## src/rtl/digit_scan_if.sv

```systemverilog
// Bundle between the scan controller and whatever drives/observes it.
// master = value source and display sink, slave = the controller.
interface digit_scan_if;
  logic        en;
  logic [15:0] value;
  logic        value_we;
  logic        sel0;
  logic        sel1;
  logic [3:0]  nibble;
  logic        blank;
  logic        frame_done;
  logic [1:0]  dbg_state;

  // Inputs are level-sampled on every rising clk edge; there is no back-pressure.
  // value_we is a one-cycle write strobe with no ready: every high cycle is accepted.
  modport master (
    output en, value, value_we,
    input  sel0, sel1, nibble, blank, frame_done, dbg_state
  );
  modport slave (
    input  en, value, value_we,
    output sel0, sel1, nibble, blank, frame_done, dbg_state
  );
endinterface

```

## src/rtl/digit_scan_controller.sv

```systemverilog
// 4-digit time-multiplexed display scanner.
// Includes blanking gaps, leading-zero suppression and frame-synchronous value updates.
module digit_scan_controller #(
  parameter int unsigned DIV         = 50000,
  parameter int unsigned DWELL       = 4,
  parameter int unsigned GAP         = 1,
  parameter bit          LZ_SUPPRESS = 1'b1
) (
  input  logic           clk,
  input  logic           rst,
  digit_scan_if.slave    bus
);

  localparam int unsigned PW   = (DIV > 1) ? $clog2(DIV) : 1;
  localparam int unsigned CMAX = (DWELL > GAP) ? DWELL : GAP;
  localparam int unsigned CW   = (CMAX > 1) ? $clog2(CMAX) : 1;

  localparam logic [PW-1:0] PRESC_LAST = PW'(DIV - 1);
  localparam logic [CW-1:0] DWELL_LAST = CW'(DWELL - 1);
  localparam logic [CW-1:0] GAP_LAST   = CW'((GAP > 0) ? (GAP - 1) : 0);

  typedef enum logic [1:0] {
    ST_IDLE = 2'd0,
    ST_SHOW = 2'd1,
    ST_GAP  = 2'd2
  } state_e;

  state_e        state_q, state_d;
  logic [1:0]    idx_q, idx_d;
  logic [CW-1:0] cnt_q, cnt_d;
  logic [PW-1:0] presc_q, presc_d;
  logic [15:0]   pending_q, pending_d;
  logic [15:0]   shadow_q, shadow_d;
  logic [1:0]    sel_q, sel_d;
  logic [3:0]    nibble_q, nibble_d;
  logic          blank_q, blank_d;
  logic          frame_done_q, frame_done_d;
  logic          tick;
  logic          upper_zero;

  assign tick = (state_q != ST_IDLE) && (presc_q == PRESC_LAST);

  always_comb begin
    state_d      = state_q;
    idx_d        = idx_q;
    cnt_d        = cnt_q;
    presc_d      = '0;
    shadow_d     = shadow_q;
    frame_done_d = 1'b0;
    pending_d    = bus.value_we ? bus.value : pending_q;

    if (!bus.en) begin
      state_d = ST_IDLE;
      idx_d   = 2'd0;
      cnt_d   = '0;
    end else begin
      if (state_q != ST_IDLE && !tick) begin
        presc_d = presc_q + 1'b1;
      end
      case (state_q)
        ST_IDLE: begin
          state_d  = ST_SHOW;
          idx_d    = 2'd0;
          cnt_d    = '0;
          shadow_d = pending_q;
        end
        ST_SHOW: begin
          if (tick) begin
            if (cnt_q == DWELL_LAST) begin
              cnt_d = '0;
              if (GAP > 0) begin
                state_d = ST_GAP;
              end else begin
                idx_d = idx_q + 2'd1;
                if (idx_q == 2'd3) begin
                  frame_done_d = 1'b1;
                  shadow_d     = pending_q;
                end
              end
            end else begin
              cnt_d = cnt_q + 1'b1;
            end
          end
        end
        ST_GAP: begin
          if (tick) begin
            if (cnt_q == GAP_LAST) begin
              cnt_d   = '0;
              state_d = ST_SHOW;
              idx_d   = idx_q + 2'd1;
              if (idx_q == 2'd3) begin
                frame_done_d = 1'b1;
                shadow_d     = pending_q;
              end
            end else begin
              cnt_d = cnt_q + 1'b1;
            end
          end
        end
        default: begin
          state_d = ST_IDLE;
          idx_d   = 2'd0;
          cnt_d   = '0;
        end
      endcase
    end
  end

  // Leading-zero test looks at the digit being entered and every digit above it.
  always_comb begin
    upper_zero = 1'b0;
    case (idx_d)
      2'd1:    upper_zero = (shadow_d[15:4]  == 12'h000);
      2'd2:    upper_zero = (shadow_d[15:8]  == 8'h00);
      2'd3:    upper_zero = (shadow_d[15:12] == 4'h0);
      default: upper_zero = 1'b0;
    endcase
  end

  always_comb begin
    sel_d    = (state_d == ST_IDLE) ? 2'd0 : idx_d;
    nibble_d = (state_d == ST_SHOW) ? shadow_d[{idx_d, 2'b00} +: 4] : 4'h0;
    blank_d  = (state_d != ST_SHOW) || (LZ_SUPPRESS && upper_zero);
  end

  always_ff @(posedge clk) begin
    if (rst) begin
      state_q      <= ST_IDLE;
      idx_q        <= 2'd0;
      cnt_q        <= '0;
      presc_q      <= '0;
      pending_q    <= '0;
      shadow_q     <= '0;
      sel_q        <= 2'd0;
      nibble_q     <= 4'h0;
      blank_q      <= 1'b1;
      frame_done_q <= 1'b0;
    end else begin
      state_q      <= state_d;
      idx_q        <= idx_d;
      cnt_q        <= cnt_d;
      presc_q      <= presc_d;
      pending_q    <= pending_d;
      shadow_q     <= shadow_d;
      sel_q        <= sel_d;
      nibble_q     <= nibble_d;
      blank_q      <= blank_d;
      frame_done_q <= frame_done_d;
    end
  end

  assign bus.sel0       = sel_q[0];
  assign bus.sel1       = sel_q[1];
  assign bus.nibble     = nibble_q;
  assign bus.blank      = blank_q;
  assign bus.frame_done = frame_done_q;
  assign bus.dbg_state  = state_q;

endmodule

```

## src/flat_wrapper.sv

```systemverilog
// flat-port wrapper written by rule: the top's interface ports become plain ports
module digit_scan_controller_flat 
#(
  parameter int unsigned DIV         = 50000,
  parameter int unsigned DWELL       = 4,
  parameter int unsigned GAP         = 1,
  parameter bit          LZ_SUPPRESS = 1'b1
)
  (clk, rst, bus_en, bus_value, bus_value_we, bus_sel0, bus_sel1, bus_nibble, bus_blank, bus_frame_done, bus_dbg_state);
  digit_scan_if bus_i ();
  input  logic clk;
  input  logic rst;
  input wire logic [$bits(bus_i.en)-1:0] bus_en;
  input wire logic [$bits(bus_i.value)-1:0] bus_value;
  input wire logic [$bits(bus_i.value_we)-1:0] bus_value_we;
  output wire logic [$bits(bus_i.sel0)-1:0] bus_sel0;
  output wire logic [$bits(bus_i.sel1)-1:0] bus_sel1;
  output wire logic [$bits(bus_i.nibble)-1:0] bus_nibble;
  output wire logic [$bits(bus_i.blank)-1:0] bus_blank;
  output wire logic [$bits(bus_i.frame_done)-1:0] bus_frame_done;
  output wire logic [$bits(bus_i.dbg_state)-1:0] bus_dbg_state;
  assign bus_i.en = bus_en;
  assign bus_i.value = bus_value;
  assign bus_i.value_we = bus_value_we;
  assign bus_sel0 = bus_i.sel0;
  assign bus_sel1 = bus_i.sel1;
  assign bus_nibble = bus_i.nibble;
  assign bus_blank = bus_i.blank;
  assign bus_frame_done = bus_i.frame_done;
  assign bus_dbg_state = bus_i.dbg_state;
  digit_scan_controller #(.DIV(DIV), .DWELL(DWELL), .GAP(GAP), .LZ_SUPPRESS(LZ_SUPPRESS)) u_core (.clk(clk), .rst(rst), .bus(bus_i));
endmodule
```

## config.mk

```make
export PLATFORM = sky130hd
export DESIGN_NAME = digit_scan_controller_flat
export DESIGN_NICKNAME = d
export VERILOG_FILES = /design/src/rtl/digit_scan_if.sv /design/src/rtl/digit_scan_controller.sv /design/src/flat_wrapper.sv
export SDC_FILE = /design/constraint.sdc
export NUM_CORES = 1
export LEC_CHECK = 0
export ABC_AREA = 1
export CORE_MARGIN = 2
export CORE_UTILIZATION = 32
export DETAILED_ROUTE_END_ITERATION = 6
export PLACE_DENSITY_LB_ADDON = 0.3
export SYNTH_ARGS = -nofsm -noshare
export SYNTH_HDL_FRONTEND = slang
export SYNTH_SLANG_ARGS = --single-unit
```

## constraint.sdc

```tcl
create_clock -name clk -period 1.9 [get_ports clk]
set_input_delay 0.38 -clock clk [delete_from_list [all_inputs] [get_ports clk]]
set_output_delay 0.38 -clock clk [all_outputs]
set_load 0.05 [all_outputs]
```

==> results of run 1 <==
per-layer routing:
layer | vias to the layer above | global-route usage
met4 | 0 | 0.0659
met5 | - | 0
met1 | 1574 | 0.197
li1 | 1784 | -
met3 | 16 | 0.0319
met2 | 75 | 0.295
what timing repair did:
action                     in CTS  in global routing
hold endpoints to repair        0                  0
gates resized for setup        23                 28
buffers inserted                5                  5
pin swaps                       7                  8
gates cloned                    2                  0
setup endpoints to repair       6                 12
placed cells by master (no fill, tap or decap), types with 4 or more instances in the layout:
cell type         n
nand4_1           5
o21ai_0          28
nor2_4            6
nor2_2           21
nor2_1           73
o21ai_1           9
inv_2            10
nand2_2          14
inv_1            52
dfxtp_1          55
nand3_4           4
buf_4            61
dfxtp_2           5
a21oi_1          27
ha_1              5
nand3_1          23
nand2_1          89
nand3_2           8
clkbuf_8         10
clkdlybuf4s50_1  26
per-stage QoR:
stage                     setup slack (ns)  power, mW
after floorplan                     0.0297       1.60
after global placement              -0.190       1.75
after detailed placement            -0.194       1.76
after CTS                          0.00262       2.99
after global routing                -0.132       3.09
final                               0.0190       2.97
final cells by class:
| class | count | area, µm² | share of cell area |
|---|---|---|---|
| Tap cell | 140 | 175 | 0.0366 |
| Sequential cell | 62 | 1250 | 0.262 |
| Clock inverter | 6 | 68.8 | 0.0144 |
| Inverter | 68 | 265 | 0.0554 |
| Clock buffer | 10 | 138 | 0.0287 |
| Timing Repair Buffer | 95 | 857 | 0.179 |
| Multi-Input combinational cell | 354 | 2030 | 0.424 |
cell families (layout without fill, tap and decap cells):
| logic type | Yosys count | count (layout) |
|---|---|---|
| and+or+nand+nor | 259 | 260 |
| buffers and inverters | 83 | 179 |
| AOI/OAI and AO/OA | 81 | 81 |
| DFF | 62 | 62 |
| adders and majority gates | 9 | 9 |
| xor gates and xnor gates | 4 | 4 |
flip-flops by register name, indices dropped and copies added, names as in the netlist:
signal,flops
u_core.bus.blank,1
u_core.bus.dbg_state,2
u_core.bus.frame_done,1
u_core.bus.nibble,4
u_core.cnt_q,2
u_core.idx_q,2
u_core.pending_q,16
u_core.presc_q,16
u_core.sel_q,2
u_core.shadow_q,16
critical path, delay by kind of cell (launching register included):
| kind | cells | cell delay [ns] |
|---|---|---|
| buf+inv | 4 | 0.52 |
| simple gates | 9 | 0.73 |
| fa+ha+maj | 1 | 0.19 |
| flops | 1 | 0.34 |
where the power goes:
| group | total (mW) | switching, mW | internal, mW | leakage, nW |
|---|---|---|---|---|
| Clock | 1.22 | 0.575 | 0.648 | 0.103 |
| Combinational | 0.376 | 0.211 | 0.165 | 1.46 |
| Sequential | 1.37 | 0.0272 | 1.34 | 0.510 |
worst max path at each step:
stage                                       start                    to  cells after the start  slack (ns)
after global routing            u_core.presc_q[0]  u_core.bus.nibble[3]                     14       -0.13
after global placement                     bus_en  u_core.bus.nibble[3]                     10       -0.19
after floorplan           u_core.bus.dbg_state[0]  u_core.bus.nibble[1]                     12        0.03
final                     u_core.bus.dbg_state[0]      u_core.bus.blank                     14        0.02
after CTS                 u_core.bus.dbg_state[0]      u_core.bus.blank                     14       0.003
after detailed placement                   bus_en  u_core.bus.nibble[3]                     10       -0.19
==> summary.md, run 1 <==
| Metric | Value |
|---|---|
| Outcome | `finished clean` |
| Slowest stage delay, CP | `~0.34 ns` |
| Most used cell, CP | `nand2_1` |
| Vias post-DR | `about 3,400` |
| Critical path class | `flip-flop to flip-flop` |
| Peak VDD IR | `between 0.4 and 0.5 mV` |
| Post-DP HPWL | `6770 µm` |
| Starting Density | `0.324` |
| Fin. Hold Viols | `0` |
| PortBufs | `29` |
| Hold EP | `u_core.pending_q[2]` |
| TNS Setup | `0 ns` |
| Kind of start point of the critical path | `flip-flop` |
| Drt drc | `0` |
| Antenna violations before repair | `0` |
| Top cells by count, synth | `95 x nand2_1, 82 x nor2_1, 62 x dfxtp_1` |
| Wirelength, routed | `between 9000 and 10,000 µm` |
| Main combinational cell family by area after synthesis | `simple AND/OR/NAND/NOR gates` |
| Ys Warns | `0` |
| FMAX | `532 MHz` |
| Slowest stage cell, crit path | `dfxtp_4` |
| Largest area contributor in the netlist | `dfxtp_1` |
| MaxCap Viol Count | `0` |
| Root Buffer | `clkbuf_8` |
| Via/cell ratio | `4.69` |
| Final count of pins violating max slew | `0` |
| GR Util All Layers | `0.166` |
| Min-delay worst type | `flip-flop to flip-flop` |
| P_leak | `2.07 nW` |
| Cells taking the most area after synthesis | `dfxtp_1 36%, nand2_1 10%, nor2_1 8.9%` |
| Yosys cell types | `roughly 40` |
| Critical R2R Capture | `u_core.bus.blank` |
| Area after DPL | `approximately 4300 µm²` |
| CTS H-Tree Depth | `3` |
| Share of the synthesized area in the top cell type | `0.358` |
| Worst skew pair latency | `0.34 ns` |
| Antenna diodes | `0` |
| CP Data Arrival Time | `around 2.1 ns` |
| Clock Pin Slew Worst Setup and Hold Paths | `about 0.080 ns` |
| Fill count | `around 1,100` |
| Syn_area_per_cell | `between 6 and 7 µm²` |
| Post-synth EDFFs | `0` |
| CTS max path bufs | `2` |
| Post-synthesis cell count | `between 400 and 500` |
| DP Cell Count | `a little over 700` |
| Die area | `11,700 µm²` |
| I/O pin cnt | `30` |
| Layout cells sized above 1 | `0.301` |
| TritonCTS clock tree | `yes` |
| Core area | `around 11,000 µm²` |
| R2R Setup Slk | `0.02 ns` |
| Top FF cell, synth | `dfxtp_1` |
| Mapped Nets | `between 500 and 600` |
| Simple-Gate Fraction of Synth Area | `0.359` |
| Final Non-Filler Cells | `approximately 740` |
| R2r startpoint | `u_core.bus.dbg_state[0]` |
| Top layer in use | `met4` |
| Slew headroom | `0.665` |
| DR WL met3 | `roughly 360 µm` |
| Rows | `38` |
| CP Max Fanout | `6` |
| Final Core Density | `0.448` |
| Fin Hold WS | `between 0.4 and 0.5 ns` |
| RSZ-0062 raised after global routing | `true` |
| Routed length per instance | `roughly 13 µm` |
| Vias in the first global route | `about 3,400` |
| Met1 Routed Length | `between 4000 and 5000 µm` |
| Drt first pass iters | `4` |
| CP required | `between 2 and 2.5 ns` |
| Post-synthesis register bit count | `between 60 and 70` |
| Fin crit period | `between 1.5 and 2 ns` |
| Proportion of synthesized area in mux cells | `0` |
| R2R cell count | `14` |
| Die height | `between 100 and 150 µm` |
| Grt ovf | `0` |
| RePlAce Congestion | `0.924` |
| Largest net degree at the start of global routing | `18` |
| First-pass GRT wire length | `15,400 µm` |
| Post-Synth XOR/XNOR Area | `0.0101` |
| Sinks on Clock Net | `62` |
| CP endpoint kind | `flip-flop` |
| Register area share after synthesis | `0.358` |
| Clock Skew | `0.0111 ns` |
| Min-Delay Startpoint | `u_core.pending_q[2]` |
| # setup viols final | `0` |
| Die span in x | `around 110 µm` |
| Area growth, synth to finish | `38.1%` |
| Least-Margin Pin Slew | `around 0.5 ns` |
| Design area | `about 4800 µm²` |
| Crit-path cells | `inv_1, ha_4, buf_4, nor2_1, nor2_2, inv_2, buf_4, nand2_1, nand2_1, nor2_1, nand2_1, nand2_1, nand3_1, nand2_1` |
| Netlist area before placement | `3470 µm²` |
| DRT antenna net count | `0` |
| 1st-iter DRT viols | `112` |
| Final worst-path cycle share | `0.990` |
| Worst hold stages | `2` |
| CTS Buf Count | `9` |
| Synth Area in Compound Gates | `0.139` |
| P per Cell Area | `620 nW/µm²` |
| DR WL met2 | `4640 µm` |
| Post-synth ARST share | `0` |
| Adder-Cell Fraction of Synth Area | `0.0325` |
| Hold-fix buffers, CTS | `0` |
| Final net count | `~620` |
| Most frequent cell after synthesis | `nand2_1` |
(Power assumes the default switching activity.)
==> inputs of run 2 (changes only) <==
--- a/config.mk
+++ b/config.mk
@@ -10,6 +10,7 @@
 export CORE_UTILIZATION = 32
 export DETAILED_ROUTE_END_ITERATION = 6
 export PLACE_DENSITY_LB_ADDON = 0.3
+export SLEW_MARGIN = 10
 export SYNTH_ARGS = -nofsm -noshare
 export SYNTH_HDL_FRONTEND = slang
 export SYNTH_SLANG_ARGS = --single-unit
==> results of run 2 <==
Final layout, timing and power as in run 1 (identical DEF).
==> inputs of run 3 (changes only) <==
--- a/config.mk
+++ b/config.mk
@@ -6,11 +6,10 @@
 export NUM_CORES = 1
 export LEC_CHECK = 0
 export ABC_AREA = 1
-export CORE_MARGIN = 2
+export CORE_MARGIN = 1.5
 export CORE_UTILIZATION = 32
 export DETAILED_ROUTE_END_ITERATION = 6
 export PLACE_DENSITY_LB_ADDON = 0.3
-export SLEW_MARGIN = 10
 export SYNTH_ARGS = -nofsm -noshare
 export SYNTH_HDL_FRONTEND = slang
 export SYNTH_SLANG_ARGS = --single-unit
==> summary.md, run 3 (synthesis gave the netlist of run 1 again) <==
| Metric | Value |
|---|---|
| Outcome | `finished clean (unchanged)` |
| Design area | `4680 µm² (was 4790 µm²)` |
| Area growth, synth to finish | `35.0% (was 38.1%)` |
| TNS Setup | `0 ns (unchanged)` |
| Final worst setup slack | `0.0244 ns (was 0.0190 ns)` |
| Leading cell types in the layout, fill and taps excluded | `93 x nand2_1, 74 x nor2_1, 56 x buf_4 (was 89 x nand2_1, 73 x nor2_1, 61 x buf_4)` |
| DRT antenna net count | `0 (unchanged)` |
| Grt ovf | `0 (unchanged)` |
| P per Cell Area | `617 nW/µm² (was 620 nW/µm²)` |
| CP required | `2.13 ns (was 2.14 ns)` |
| Crit-path cells | `ha_4, nand3_4, buf_6, nor2_4, nand3_2, buf_4, buf_4, nand2_1, nand2_1, nand2_1, nand2_1, nand2_1, nand2_1, nand2_1, nand2_1, nand2_1, a21oi_2 (was inv_1, ha_4, buf_4, nor2_1, nor2_2, inv_2, buf_4, nand2_1, nand2_1, nor2_1, nand2_1, nand2_1, nand3_1, nand2_1)` |
| TritonCTS clock tree | `yes (unchanged)` |
| RSZ-0062 raised after global routing | `true (unchanged)` |
| Area after DPL | `4240 µm² (was 4300 µm²)` |
| Vias post-DR | `3,397 (was 3,449)` |
| Worst hold stages | `2 (unchanged)` |
| Core area | `10,400 µm² (was 10,700 µm²)` |
| Peak VDD IR | `0.403 mV (was 0.459 mV)` |
| CP endpoint kind | `flip-flop (unchanged)` |
| Largest net degree at the start of global routing | `22 (was 18)` |
| PortBufs | `29 (unchanged)` |
| Antenna diodes | `0 (unchanged)` |
| Root Buffer | `clkbuf_8 (unchanged)` |
| Routed length per instance | `12.1 µm (was 12.5 µm)` |
| Sinks on Clock Net | `62 (unchanged)` |
| Final net count | `613 (was 619)` |
| Starting Density | `0.333 (was 0.324)` |
| R2R Setup Slk | `0.02 ns (about the same)` |
| DP Cell Count | `700 (was 707)` |
| Antenna violations before repair | `0 (unchanged)` |
| 1st-iter DRT viols | `146 (was 112)` |
| Die span in x | `107 µm (was 108 µm)` |
| Slowest stage cell, crit path | `dfxtp_2 (was dfxtp_4)` |
| Clock Pin Slew Worst Setup and Hold Paths | `0.07 ns (was 0.08 ns)` |
| GR Util All Layers | `0.165 (was 0.166)` |
| Commonest non-fill, non-tap cell in the layout | `nand2_1 (unchanged)` |
| Critical path class | `flip-flop to flip-flop (unchanged)` |
| Rows | `37 (was 38)` |
| DR WL met2 | `4140 µm (was 4640 µm)` |
| Met1 Routed Length | `4090 µm (was 4030 µm)` |
| FMAX | `533 MHz (was 532 MHz)` |
| Drt drc | `0 (unchanged)` |
| Final worst-path cycle share | `0.987 (was 0.990)` |
| Vias in the first global route | `3,295 (was 3,357)` |
| CTS Buf Count | `9 (unchanged)` |
| Least-Margin Pin Slew | `0.553 ns (was 0.500 ns)` |
| MaxCap Viol Count | `0 (unchanged)` |
| P_leak | `2.04 nW (was 2.07 nW)` |
| CTS max path bufs | `2 (unchanged)` |
| Clock Skew | `0.00749 ns (was 0.0111 ns)` |
| Drt first pass iters | `4 (unchanged)` |
| Final Core Density | `0.449 (was 0.448)` |
| Most used cell, CP | `nand2_1 (unchanged)` |
| Fin. Hold Viols | `0 (unchanged)` |
| Die area | `11,500 µm² (was 11,700 µm²)` |
| Total Power | `2.89 mW (was 2.97 mW)` |
| Fin Hold WS | `0.486 ns (was 0.482 ns)` |
| Fin crit period | `1.88 ns (about the same)` |
| Post-DP HPWL | `6640 µm (was 6770 µm)` |
| RePlAce Congestion | `0.884 (was 0.924)` |
| First-pass GRT wire length | `14,900 µm (was 15,400 µm)` |
| Via/cell ratio | `4.69 (about the same)` |
| Hold-fix buffers, CTS | `0 (unchanged)` |
| DR WL met3 | `348 µm (was 362 µm)` |
| CP Max Fanout | `5 (was 6)` |
| CTS H-Tree Depth | `3 (unchanged)` |
| Die height | `107 µm (was 108 µm)` |
| CP Data Arrival Time | `2.11 ns (was 2.12 ns)` |
| Top layer in use | `met4 (unchanged)` |
| Kind of start point of the critical path | `flip-flop (unchanged)` |
| Slew headroom | `0.631 (was 0.665)` |
| Pre-CTS WS | `-0.160 ns (was -0.194 ns)` |
| Min-delay worst type | `flip-flop to flip-flop (unchanged)` |
| Final Non-Filler Cells | `724 (was 735)` |
| Biggest regs | `u_core.pending_q x16, u_core.presc_q x16, u_core.shadow_q x16 (unchanged)` |
| # setup viols final | `0 (unchanged)` |
| R2R cell count | `17 (was 14)` |
| I/O pin cnt | `30 (unchanged)` |
| Worst skew pair latency | `0.35 ns (was 0.34 ns)` |
| Slowest stage delay, CP | `0.35 ns (was 0.34 ns)` |
| Final count of pins violating max slew | `0 (unchanged)` |
| Wirelength, routed | `8730 µm (was 9210 µm)` |
| Layout cells sized above 1 | `0.296 (was 0.301)` |
==> run 3: final timing paths <==
path / from / endpoint
hold / removal: u_core.pending_q[3] / u_core.pending_q[3]
hold reg to reg: u_core.pending_q[3] / u_core.pending_q[3]
setup reg to reg: u_core.presc_q[1] / u_core.bus.nibble[0]
setup / recovery: u_core.presc_q[1] / u_core.bus.nibble[0]
==> run 3: critical path, delay by kind of cell (launching register included) <==
kind	cells	cell delay, ns
simple gates	12	0.80
buf+inv	3	0.41
flops	1	0.35
fa+ha+maj	1	0.15
compound gates	1	0.05
==> run 3: final cells by class <==
cell class              instances  area, µm²
clock buffers                  11        141
clock inverters                 4       47.5
fillers                      1061       5740
inverters                      68        265
multi-input cells             354       2030
flip-flops and latches         62       1260
well taps                     136        170
repair buffers                 89        767
==> run 3: repair_timing <==
item	CTS	global route
pin swaps	3	15
endpoints found under the setup margin	5	13
resized for setup	17	38
cloned	0	1
buffers inserted	1	7
==> run 3: layer usage <==
layer / track usage / up-vias
met1: 0.207 / 1555
met5: 0 / -
met2: 0.276 / 62
met4: 0.0524 / 0
met3: 0.0395 / 14
li1: - / 1766
==> run 3: power by group <==
part / internal, mW / total [mW] / switching (mW) / leakage [nW]
Sequential: 1.34 / 1.37 / 0.0281 / 0.511
Combinational: 0.164 / 0.369 / 0.205 / 1.43
Clock: 0.630 / 1.15 / 0.517 / 0.0952
Total: 2.14 / 2.89 / 0.750 / 2.04
